===== src/rtl/sram_axi_bridge_if.sv =====
// AXI3 master-port bundle for the SRAM-to-AXI bridge.
// Single-beat only; read response ID/resp and write response resp are not carried.
interface sram_axi_bridge_if;
    logic [3:0]  arid;
    logic [31:0] araddr;
    logic [3:0]  arlen;
    logic [2:0]  arsize;
    logic [1:0]  arburst;
    logic [1:0]  arlock;
    logic [3:0]  arcache;
    logic [2:0]  arprot;
    logic        arvalid;
    logic        arready;

    logic [31:0] rdata;
    logic        rvalid;
    logic        rready;

    logic [3:0]  awid;
    logic [31:0] awaddr;
    logic [3:0]  awlen;
    logic [2:0]  awsize;
    logic [1:0]  awburst;
    logic [1:0]  awlock;
    logic [3:0]  awcache;
    logic [2:0]  awprot;
    logic        awvalid;
    logic        awready;

    logic [31:0] wdata;
    logic [3:0]  wstrb;
    logic        wlast;
    logic        wvalid;
    logic        wready;

    logic        bvalid;
    logic        bready;

    modport master (
        output arid, araddr, arlen, arsize, arburst, arlock, arcache, arprot,
        output arvalid, input arready,
        input rdata, rvalid, output rready,
        output awid, awaddr, awlen, awsize, awburst, awlock, awcache, awprot,
        output awvalid, input awready,
        output wdata, wstrb, wlast, wvalid, input wready,
        input bvalid, output bready
    );

    modport slave (
        input arid, araddr, arlen, arsize, arburst, arlock, arcache, arprot,
        input arvalid, output arready,
        output rdata, rvalid, input rready,
        input awid, awaddr, awlen, awsize, awburst, awlock, awcache, awprot,
        input awvalid, output awready,
        input wdata, wstrb, wlast, wvalid, output wready,
        output bvalid, input bready
    );
endinterface


===== src/rtl/sram_axi_bridge.sv =====
// Turns the core's inst/data SRAM ports into single-beat AXI3 accesses.
// Data before fetch, one transaction outstanding, core stalled meanwhile.
module sram_axi_bridge (
    input  logic        clk,
    input  logic        rst,
    input  logic        inst_sram_en,
    input  logic [31:0] inst_sram_addr,
    output logic [31:0] inst_sram_rdata,
    input  logic        data_sram_en,
    input  logic [3:0]  data_sram_wen,
    input  logic [31:0] data_sram_addr,
    input  logic [31:0] data_sram_wdata,
    output logic [31:0] data_sram_rdata,
    output logic        stallreq,
    sram_axi_bridge_if.master axi
);
    typedef enum logic [2:0] {
        IDLE, D_RA, D_RD, D_WR, D_B, I_RA, I_RD, DONE
    } state_t;

    state_t      state, state_nx;
    logic        d_pend, i_pend;
    logic        aw_done, w_done;
    logic [31:0] d_addr, d_wdata, i_addr;
    logic [3:0]  d_wen;
    logic        ar_v, aw_v, w_v;
    logic        aw_ok, w_ok;

    always_ff @(posedge clk or posedge rst) begin
        if (rst) begin
            state           <= IDLE;
            d_pend          <= 1'b0;
            i_pend          <= 1'b0;
            aw_done         <= 1'b0;
            w_done          <= 1'b0;
            d_addr          <= '0;
            d_wdata         <= '0;
            d_wen           <= '0;
            i_addr          <= '0;
            inst_sram_rdata <= '0;
            data_sram_rdata <= '0;
        end else begin
            state <= state_nx;
            unique case (state)
                IDLE: begin
                    d_pend  <= data_sram_en;
                    i_pend  <= inst_sram_en;
                    d_addr  <= data_sram_addr;
                    d_wdata <= data_sram_wdata;
                    d_wen   <= data_sram_wen;
                    i_addr  <= inst_sram_addr;
                end
                D_RD: if (axi.rvalid) begin
                    data_sram_rdata <= axi.rdata;
                    d_pend          <= 1'b0;
                end
                D_WR: begin
                    if (aw_v && axi.awready) aw_done <= 1'b1;
                    if (w_v && axi.wready)   w_done  <= 1'b1;
                end
                D_B: begin
                    aw_done <= 1'b0;
                    w_done  <= 1'b0;
                    if (axi.bvalid) d_pend <= 1'b0;
                end
                I_RD: if (axi.rvalid) begin
                    inst_sram_rdata <= axi.rdata;
                    i_pend          <= 1'b0;
                end
                default: ;
            endcase
        end
    end

    // Each write channel retires independently; B waits for both.
    assign aw_ok = aw_done || (aw_v && axi.awready);
    assign w_ok  = w_done  || (w_v && axi.wready);

    always_comb begin
        state_nx    = state;
        ar_v        = 1'b0;
        aw_v        = 1'b0;
        w_v         = 1'b0;
        axi.arid    = 4'd0;
        axi.araddr  = d_addr;
        axi.rready  = 1'b0;
        axi.bready  = 1'b0;
        unique case (state)
            IDLE: begin
                if (data_sram_en && (data_sram_wen != 4'd0))
                    state_nx = D_WR;
                else if (data_sram_en)
                    state_nx = D_RA;
                else if (inst_sram_en)
                    state_nx = I_RA;
            end
            D_RA: begin
                ar_v     = d_pend;
                axi.arid = 4'd1;
                if (ar_v && axi.arready) state_nx = D_RD;
            end
            D_RD: begin
                axi.rready = 1'b1;
                if (axi.rvalid) state_nx = i_pend ? I_RA : DONE;
            end
            D_WR: begin
                aw_v = !aw_done;
                w_v  = !w_done;
                if (aw_ok && w_ok) state_nx = D_B;
            end
            D_B: begin
                axi.bready = 1'b1;
                if (axi.bvalid) state_nx = i_pend ? I_RA : DONE;
            end
            I_RA: begin
                ar_v       = i_pend;
                axi.araddr = i_addr;
                if (ar_v && axi.arready) state_nx = I_RD;
            end
            I_RD: begin
                axi.rready = 1'b1;
                if (axi.rvalid) state_nx = DONE;
            end
            DONE: state_nx = IDLE;
        endcase
    end

    assign axi.arvalid = ar_v;
    assign axi.awvalid = aw_v;
    assign axi.wvalid  = w_v;
    assign axi.awaddr  = d_addr;
    assign axi.wdata   = d_wdata;
    assign axi.wstrb   = d_wen;

    assign axi.arlen   = 4'd0;
    assign axi.arsize  = 3'd2;
    assign axi.arburst = 2'b01;
    assign axi.arlock  = 2'b00;
    assign axi.arcache = 4'd0;
    assign axi.arprot  = 3'd0;
    assign axi.awid    = 4'd1;
    assign axi.awlen   = 4'd0;
    assign axi.awsize  = 3'd2;
    assign axi.awburst = 2'b01;
    assign axi.awlock  = 2'b00;
    assign axi.awcache = 4'd0;
    assign axi.awprot  = 3'd0;
    assign axi.wlast   = 1'b1;

    assign stallreq = ((state != IDLE) && (state != DONE)) ||
                      ((state == IDLE) && (inst_sram_en || data_sram_en));
endmodule


===== src/flat_wrapper.sv =====
// flat-port wrapper written by rule: the top's interface ports become plain ports
module sram_axi_bridge_flat 
  (clk, rst, inst_sram_en, inst_sram_addr, inst_sram_rdata, data_sram_en, data_sram_wen, data_sram_addr, data_sram_wdata, data_sram_rdata, stallreq, axi_arid, axi_araddr, axi_arlen, axi_arsize, axi_arburst, axi_arlock, axi_arcache, axi_arprot, axi_arvalid, axi_arready, axi_rdata, axi_rvalid, axi_rready, axi_awid, axi_awaddr, axi_awlen, axi_awsize, axi_awburst, axi_awlock, axi_awcache, axi_awprot, axi_awvalid, axi_awready, axi_wdata, axi_wstrb, axi_wlast, axi_wvalid, axi_wready, axi_bvalid, axi_bready);
  sram_axi_bridge_if axi_i ();
  input  logic clk;
  input  logic rst;
  input  logic inst_sram_en;
  input  logic [31:0] inst_sram_addr;
  output logic [31:0] inst_sram_rdata;
  input  logic data_sram_en;
  input  logic [3:0] data_sram_wen;
  input  logic [31:0] data_sram_addr;
  input  logic [31:0] data_sram_wdata;
  output logic [31:0] data_sram_rdata;
  output logic stallreq;
  output wire logic [$bits(axi_i.arid)-1:0] axi_arid;
  output wire logic [$bits(axi_i.araddr)-1:0] axi_araddr;
  output wire logic [$bits(axi_i.arlen)-1:0] axi_arlen;
  output wire logic [$bits(axi_i.arsize)-1:0] axi_arsize;
  output wire logic [$bits(axi_i.arburst)-1:0] axi_arburst;
  output wire logic [$bits(axi_i.arlock)-1:0] axi_arlock;
  output wire logic [$bits(axi_i.arcache)-1:0] axi_arcache;
  output wire logic [$bits(axi_i.arprot)-1:0] axi_arprot;
  output wire logic [$bits(axi_i.arvalid)-1:0] axi_arvalid;
  input wire logic [$bits(axi_i.arready)-1:0] axi_arready;
  input wire logic [$bits(axi_i.rdata)-1:0] axi_rdata;
  input wire logic [$bits(axi_i.rvalid)-1:0] axi_rvalid;
  output wire logic [$bits(axi_i.rready)-1:0] axi_rready;
  output wire logic [$bits(axi_i.awid)-1:0] axi_awid;
  output wire logic [$bits(axi_i.awaddr)-1:0] axi_awaddr;
  output wire logic [$bits(axi_i.awlen)-1:0] axi_awlen;
  output wire logic [$bits(axi_i.awsize)-1:0] axi_awsize;
  output wire logic [$bits(axi_i.awburst)-1:0] axi_awburst;
  output wire logic [$bits(axi_i.awlock)-1:0] axi_awlock;
  output wire logic [$bits(axi_i.awcache)-1:0] axi_awcache;
  output wire logic [$bits(axi_i.awprot)-1:0] axi_awprot;
  output wire logic [$bits(axi_i.awvalid)-1:0] axi_awvalid;
  input wire logic [$bits(axi_i.awready)-1:0] axi_awready;
  output wire logic [$bits(axi_i.wdata)-1:0] axi_wdata;
  output wire logic [$bits(axi_i.wstrb)-1:0] axi_wstrb;
  output wire logic [$bits(axi_i.wlast)-1:0] axi_wlast;
  output wire logic [$bits(axi_i.wvalid)-1:0] axi_wvalid;
  input wire logic [$bits(axi_i.wready)-1:0] axi_wready;
  input wire logic [$bits(axi_i.bvalid)-1:0] axi_bvalid;
  output wire logic [$bits(axi_i.bready)-1:0] axi_bready;
  assign axi_arid = axi_i.arid;
  assign axi_araddr = axi_i.araddr;
  assign axi_arlen = axi_i.arlen;
  assign axi_arsize = axi_i.arsize;
  assign axi_arburst = axi_i.arburst;
  assign axi_arlock = axi_i.arlock;
  assign axi_arcache = axi_i.arcache;
  assign axi_arprot = axi_i.arprot;
  assign axi_arvalid = axi_i.arvalid;
  assign axi_i.arready = axi_arready;
  assign axi_i.rdata = axi_rdata;
  assign axi_i.rvalid = axi_rvalid;
  assign axi_rready = axi_i.rready;
  assign axi_awid = axi_i.awid;
  assign axi_awaddr = axi_i.awaddr;
  assign axi_awlen = axi_i.awlen;
  assign axi_awsize = axi_i.awsize;
  assign axi_awburst = axi_i.awburst;
  assign axi_awlock = axi_i.awlock;
  assign axi_awcache = axi_i.awcache;
  assign axi_awprot = axi_i.awprot;
  assign axi_awvalid = axi_i.awvalid;
  assign axi_i.awready = axi_awready;
  assign axi_wdata = axi_i.wdata;
  assign axi_wstrb = axi_i.wstrb;
  assign axi_wlast = axi_i.wlast;
  assign axi_wvalid = axi_i.wvalid;
  assign axi_i.wready = axi_wready;
  assign axi_i.bvalid = axi_bvalid;
  assign axi_bready = axi_i.bready;
  sram_axi_bridge u_core (.clk(clk), .rst(rst), .inst_sram_en(inst_sram_en), .inst_sram_addr(inst_sram_addr), .inst_sram_rdata(inst_sram_rdata), .data_sram_en(data_sram_en), .data_sram_wen(data_sram_wen), .data_sram_addr(data_sram_addr), .data_sram_wdata(data_sram_wdata), .data_sram_rdata(data_sram_rdata), .stallreq(stallreq), .axi(axi_i));
endmodule

===== config.mk =====
export PLATFORM = sky130hd
export DESIGN_NAME = sram_axi_bridge_flat
export DESIGN_NICKNAME = d
export VERILOG_FILES = /design/src/rtl/sram_axi_bridge_if.sv /design/src/rtl/sram_axi_bridge.sv /design/src/flat_wrapper.sv
export SDC_FILE = /design/constraint.sdc
export NUM_CORES = 1
export LEC_CHECK = 0
export CAP_MARGIN = 40
export CORE_AREA = 3 3 136 138
export CTS_CLUSTER_SIZE = 8
export DETAILED_ROUTE_END_ITERATION = 6
export DIE_AREA = 0 0 139 141
export DONT_BUFFER_PORTS = 1
export GPL_ROUTABILITY_DRIVEN = 0
export HOLD_SLACK_MARGIN = 0.06
export PLACE_DENSITY = 0.57
export SYNTH_ARGS = -nofsm -noshare
export SYNTH_HDL_FRONTEND = slang
export SYNTH_SLANG_ARGS = --single-unit
export TNS_END_PERCENT = 20

===== constraint.sdc =====
create_clock -name clk -period 7.8 [get_ports clk]
set_input_delay 1.17 -clock clk [delete_from_list [all_inputs] [get_ports clk]]
set_output_delay 1.17 -clock clk [all_outputs]
set_load 0.01 [all_outputs]

==> results of run 1 <==
[worst register-to-register path: cells and delay by family (launching register included)]
family / cells / cell delay (ps)
buf+inv: 2 / 1180
flops: 1 / 610
mux: 1 / 500
simple gates: 1 / 240
[cells in the final DEF (no fill, tap or decap), types with 2 or more instances in the layout]
cell type	Yosys	final
dfrtp_1	171	171
mux2_2	149	149
mux2_1	47	47
conb_1	2	44
clkbuf_16	0	17
o21ai_0	8	8
nand2_1	6	6
inv_6	0	5
buf_4	51	5
nor2_1	4	4
nor3_1	4	4
a21oi_1	4	4
inv_1	4	3
clkbuf_8	0	3
and2_1	2	2
nand3_1	2	2
a31oi_1	2	2
nor3b_1	2	2
o31ai_1	2	2
clkinv_4	0	2
clkinvlp_4	0	2
bufinv_16	0	2
buf_16	0	2
[power by group through the flow]
stage          clock [mW]  combinational (mW)  sequential (mW)
5_1_grt             0.920                1.09             1.95
3_3_place_gp            0               0.956             1.90
4_1_cts             0.881                1.01             1.90
3_5_place_dp            0                1.01             1.91
2_1_floorplan           0               0.934             1.73
6_report            0.854               0.988             1.89
[through the flow]
stage          cell area (um2)  worst slack, ps  cells  util (%)
6_report                  7970             4500    731      46.1
5_1_grt                   7970             4390    731      46.1
4_1_cts                   7970             4470    731      46.1
3_5_place_dp              7370             4940    699      42.6
3_3_place_gp              7310             5030    697      42.3
2_1_floorplan             7500             2000    538         -
[final timing paths]
path                       depth (start not counted)  slack [ps]                               end
max in group asynchronous                          3        5730  u_core.axi.awaddr[3]$_DFFE_PP0N_
min in group asynchronous                          1         570  u_core.axi.wdata[17]$_DFFE_PP0N_
setup reg to reg                                   4        5160     u_core.i_addr[31]$_DFFE_PP0N_
hold / removal                                     1         510      u_core.i_addr[4]$_DFFE_PP0N_
hold reg to reg                                    1         510      u_core.i_addr[4]$_DFFE_PP0N_
setup / recovery                                   3        4500                    axi_araddr[23]
[area by class of cell]
cell class	instances	area, um2
Inverter	4	20.0
Clock inverter	11	133
Timing Repair Buffer	7	92.6
Tap cell	225	282
Multi-Input combinational cell	292	2700
Fill cell	1508	9320
Clock buffer	21	470
Sequential cell	171	4280
[state kept, by name, indices dropped and copies added, names as in the netlist, 3 cells and up]
| signal | flops |
|---|---|
| u_core.axi.awaddr | 32 |
| u_core.inst_sram_rdata | 32 |
| u_core.axi.wdata | 32 |
| u_core.i_addr | 32 |
| u_core.state | 3 |
| u_core.axi.wstrb | 4 |
| u_core.data_sram_rdata | 32 |
[cell families after synthesis]
family,synth area share (%)
AND/OR/NAND/NOR,2.28
flip-flops,58.3
buffers and inverters,7.17
AO/OA/AOI/OAI,2.13
other,0.102
multiplexers,30.1
[layer usage]
| metal | track usage [%] | vias up | part of all wire (%) | routed length [um] |
|---|---|---|---|---|
| met5 | 0 | - | 0 | 0 |
| met4 | 5.77 | 0 | 2.0 | 330 |
| met3 | 8.55 | 18 | 11 | 1890 |
| met2 | 29.4 | 207 | 52 | 8780 |
| met1 | 17.5 | 1883 | 35 | 5840 |
| li1 | - | 1660 | - | - |
==> results by group, run 1 <==
Synth
  – Gate Count Post-Synth: 496
  – Yosys top cell by area: dfrtp_1
  – Number of enable flip-flop cells after synthesis: 0
  – Yosys warnings: 0
  – Sequential element share of the synthesized area: 58.3%
  – Count of state elements after synthesis: 171
  – Top cells by area, synth: dfrtp_1, mux2_2, mux2_1, buf_4, buf_2
  – FFs w/ async S/R, synth: 100%
  – Top cell type's share of synthesized area: 58.3%
  – Syn_area_per_cell: 14.8 um2
  – Most common cell in the netlist: dfrtp_1
  – Top cells by count, synth: dfrtp_1, mux2_2, buf_4
  – Yosys cell types: 35
  – Mapped Area: 7340 um2
  – Most used flip-flop cell after synthesis: dfrtp_1

Setup path
  – Critical path class: reg2out
  – Worst Setup SP: u_core.state[1]$_DFFE_PP0P_
  – Setup crit start kind: flip-flop
  – CP Buf/Inv Count: 1
  – CP max stage cell: dfrtp_1
  – Reg-to-reg startpoint: u_core.state[0]$_DFFE_PP0P_
  – Worst Path Arrival: 2130 ps
  – Critical Path, Cell by Cell: nand3b_1 > buf_4 > mux2_2
  – Worst path required time: 6630 ps
  – Endpoint class of the critical path: output pin
  – Cell family with most CP delay: flip-flops
  – CP peak stage delay: 650 ps
  – Critical-path maximum fanout: 33

Status
  – Status: completed

STA
  – Clock skew: 11.3 ps
  – Worst hold slack: 506 ps
  – Actual slew at the worst max-slew pin: 892 ps
  – Final count of negative-setup-slack endpoints: 0
  – Hold Vio Cnt, Final: 0
  – Slew headroom: 40.5%
  – Final Max Tran Viols: 0
  – Final Critical Period: 3300 ps
  – Fin crit share: 42.4%
  – Total negative setup slack: 0 ps
  – RSZ-0062 raised after global routing: no
  – Max frequency: 0.303 GHz

Clock network
  – CTS sink cnt: 171
  – Clk slew on worst S/H paths: 70 ps
  – Post-CTS setup buffers: 0
  – CTS tree: done
  – Clock Tree Buf Depth: 2
  – Clock latency on the worst-skew pair: 420 ps
  – PostCTS Resize Cnt: 0
  – H-tree depth: 4
  – Number of buffers created by CTS: 17
  – Root Driver: clkbuf_16
  – CTS hold repair buffers: 0

Routing
  – DRC viols: 0
  – DR vias: 3,768
  – Wire per inst: 23.0 um
  – Post-DR vias/cell: 5.15
  – Initial drt markers: 135
  – Final WL: 16,800 um
  – Initial DRT Pass Iterations: 4
  – Post-detailed-route count of antenna-violating nets: 0

Power and ir drop
  – P_leak: 3.46 nW
  – Switch share: 35.6%
  – Seq pwr share: 50.6%
  – P_sw: 1.33 mW
  – Clock share of power: 22.9%
  – Power consumption: 3.73 mW
  – Logic pwr share: 26.5%
  – Peak VDD IR: 0.168 mV
  – PwrDens: 468 nW/um2
  – P_int: 2.40 mW

Die
  – Initial core utilization: 42.5%
  – Core ar.: 17,300 um2
  – Row cnt: 48
  – Total die area: 19,600 um2
  – DIE HEIGHT: 141 um
  – Chip width: 139 um
  – I/O Pins: 356

Layout
  – Final nets: 634
  – P&R area growth vs syn: 8.55%
  – Ant. Diodes: 0
  – Share of layout cells above drive strength 1: 37.7%

GRT
  – Total gr overflow: 0
  – Vias in the first global route: 4,254
  – Initial antenna violation count: 0
  – GRT Util Overall: 16.8%
  – First-pass GRT wire length: 25,600 um
  – Pin count of the biggest net entering global routing: 78

Min path
  – Hold Startpoint: u_core.i_addr[4]$_DFFE_PP0N_
  – Hold WC Path Type: reg2reg

Placed design
  – Hpwl dp: 12,500 um
  – Buffers on Ports: 0

Run
  – Max-Cap Viols: 0
Note: power is estimated with default switching activity, not from simulation.
==> run 2, diff against run 1 <==
Settings changed: PLACE_DENSITY 0.57 to 0.59.
Clock period 7.8 ns to 2.9 ns, I/O delays scaled along.
==> run 2 against run 1 <==
Against the previous run: clock power increased to 2.7 times the previous value; hold slack got worse by 370 ps; clock-buffer cell count decreased by 4; register-to-register slack got worse by 4300 ps; power increased to 2.7 times the previous value; die area unchanged; sequential power increased to 2.7 times the previous value; sequential share of layout area decreased by 0.70 points; first-iteration DRC count increased by 40%; largest power group unchanged; global-route usage increased by 0.13 points.
==> results by group, run 2 (synthesized netlist as in run 1, its figures left out) <==
Setup path
  – CP Buf/Inv Count: 1
  – Critical path class: reg2out
  – Worst Path Arrival: 2100 ps
  – Setup crit start kind: flip-flop
  – Endpoint class of the critical path: output pin
  – Critical-path maximum fanout: 30
  – CP peak stage delay: 650 ps
  – Worst path required time: 2470 ps
  – Cell family with most CP delay: flip-flops
  – CP max stage cell: dfrtp_1
  – Critical Path, Cell by Cell: nand3b_1 > buf_12 > mux2_2

Die
  – I/O Pins: 356
  – Core ar.: 17,300 um2
  – Initial core utilization: 42.5%
  – DIE HEIGHT: 141 um
  – Chip width: 139 um
  – Row cnt: 48
  – Total die area: 19,600 um2

Power and ir drop
  – Switch share: 36.6%
  – P_int: 6.41 mW
  – P_sw: 3.70 mW
  – Clock share of power: 22.4%
  – PwrDens: 1250 nW/um2
  – P_leak: 3.51 nW
  – Peak VDD IR: 0.472 mV
  – Seq pwr share: 49.9%
  – Logic pwr share: 27.6%

Layout
  – Share of layout cells above drive strength 1: 38.6%
  – Fillers: 1,520
  – P&R area growth vs syn: 9.98%
  – Final nets: 641
  – Commonest non-fill, non-tap cell in the layout: dfrtp_1
  – Footprint of the multi-input gates: 2700 um2
  – Register Area: 4280 um2
  – Commonest non-fill, non-tap cells in the layout: dfrtp_1, mux2_2, mux2_1

Placed design
  – Buffers on Ports: 0
  – Hpwl dp: 12,900 um

Routing
  – Post-detailed-route count of antenna-violating nets: 0
  – DRC viols: 0
  – Post-DR vias/cell: 5.17
  – Final WL: 17,000 um
  – Initial DRT Pass Iterations: 4
  – Wire per inst: 23.0 um
  – Initial drt markers: 189
  – DR vias: 3,823

STA
  – Hold Vio Cnt, Final: 0
  – RSZ-0062 raised after global routing: no
  – Final count of negative-setup-slack endpoints: 0
  – Total negative setup slack: 0 ps
  – Fin crit share: 87.4%
  – Slew headroom: 53.5%
  – Final Critical Period: 2530 ps
  – Worst hold slack: 136 ps
  – Clock skew: 7.37 ps
  – Max frequency: 0.395 GHz
  – Final Max Tran Viols: 0
  – Actual slew at the worst max-slew pin: 695 ps

Min path
  – Hold WC Path Type: in2reg

Status
  – Status: completed

GRT
  – Pin count of the biggest net entering global routing: 104
  – Initial antenna violation count: 2
  – Vias in the first global route: 4,213
  – Total gr overflow: 0
  – First-pass GRT wire length: 25,500 um
  – GRT Util Overall: 16.9%

Clock network
  – CTS sink cnt: 171
  – Clk slew on worst S/H paths: 70 ps
  – CTS tree: done
  – Clock latency on the worst-skew pair: 410 ps
  – H-tree depth: 4
  – Post-CTS setup buffers: 0
  – Number of buffers created by CTS: 17
  – Clock Tree Buf Depth: 2
  – Root Driver: clkbuf_16

Run
  – Max-Cap Viols: 0
## run 2: changes by cell type in the layout (fill, tap and decap cells not counted), moves of 2 or more
cell / before / now
clkinv_8: 0 / 3
clkbuf_8: 3 / 0
buf_16: 2 / 0
inv_8: 0 / 2
buf_12: 0 / 7
inv_6: 5 / 7
diode_2: 0 / 2
## run 2: path summary, 6_finish.rpt
| path | startpoint | endpoint | slack, ps | depth (start not counted) |
|---|---|---|---|---|
| min in group asynchronous | rst | u_core.axi.wdata[15]$_DFFE_PP0N_ | 620 | 3 |
| max | u_core.state[1]$_DFFE_PP0P_ | axi_araddr[6] | 370 | 3 |
| min reg2reg | u_core.i_addr[15]$_DFFE_PP0N_ | u_core.i_addr[15]$_DFFE_PP0N_ | 510 | 1 |
| min | inst_sram_en | u_core.i_pend$_DFFE_PP0P_ | 140 | 2 |
| max reg2reg | u_core.state[1]$_DFFE_PP0P_ | u_core.data_sram_rdata[4]$_DFFE_PP0P_ | 820 | 4 |
| max in group asynchronous | rst | u_core.axi.awaddr[7]$_DFFE_PP0N_ | 1770 | 3 |
## run 2: worst register-to-register path, stage by stage (launching register included)
cell and delay [ps]:
dfrtp_1 650, nor2b_4 350, and3_1 180, buf_4 390, mux2_2 410
## run 2: power by group through the flow
stage | Combinational [mW] | Sequential, mW | Clock (mW)
finish | 2.79 | 5.05 | 2.27
global route | 3.07 | 5.22 | 2.47
CTS | 2.85 | 5.09 | 2.34
detailed placement | 2.84 | 5.13 | 0
global placement | 2.71 | 5.10 | 0
floorplan | 2.51 | 4.66 | 0
## run 2: metal layers
| metal | part of all wire (%) | GRT usage, % |
|---|---|---|
| met1 | 34 | 18.5 |
| met2 | 51 | 28.2 |
| met3 | 12 | 8.99 |
| met4 | 2.0 | 6.18 |
| met5 | 0 | 0 |
## run 2: area by class of cell
| type | instances | share of cell area [%] |
|---|---|---|
| diodes | 2 | 0.0620 |
| clock buffers | 17 | 5.27 |
| well taps | 225 | 3.49 |
| repair buffers | 14 | 2.42 |
| multi-input cells | 292 | 33.4 |
| inverters | 4 | 0.232 |
| flip-flops and latches | 171 | 53.0 |
| clock inverters | 15 | 2.18 |
## run 2: what timing repair did
item | CTS | global route
setup endpoints to repair | 0 | 0
resized for setup | 0 | 0
endpoints found under the hold margin | 68 | 0
hold buffers | 1 | 0
## run 2: per-stage QoR
stage	utilization [%]	cell area, um2	worst slack, ps	power (mW)	instances
3_3_place_gp	43.1	7460	860	7.81	705
5_1_grt	46.7	8080	236	10.8	740
3_5_place_dp	43.1	7460	799	7.96	705
6_report	46.7	8080	367	10.1	740
2_1_floorplan	-	7510	282	7.17	538
4_1_cts	46.7	8070	332	10.3	738
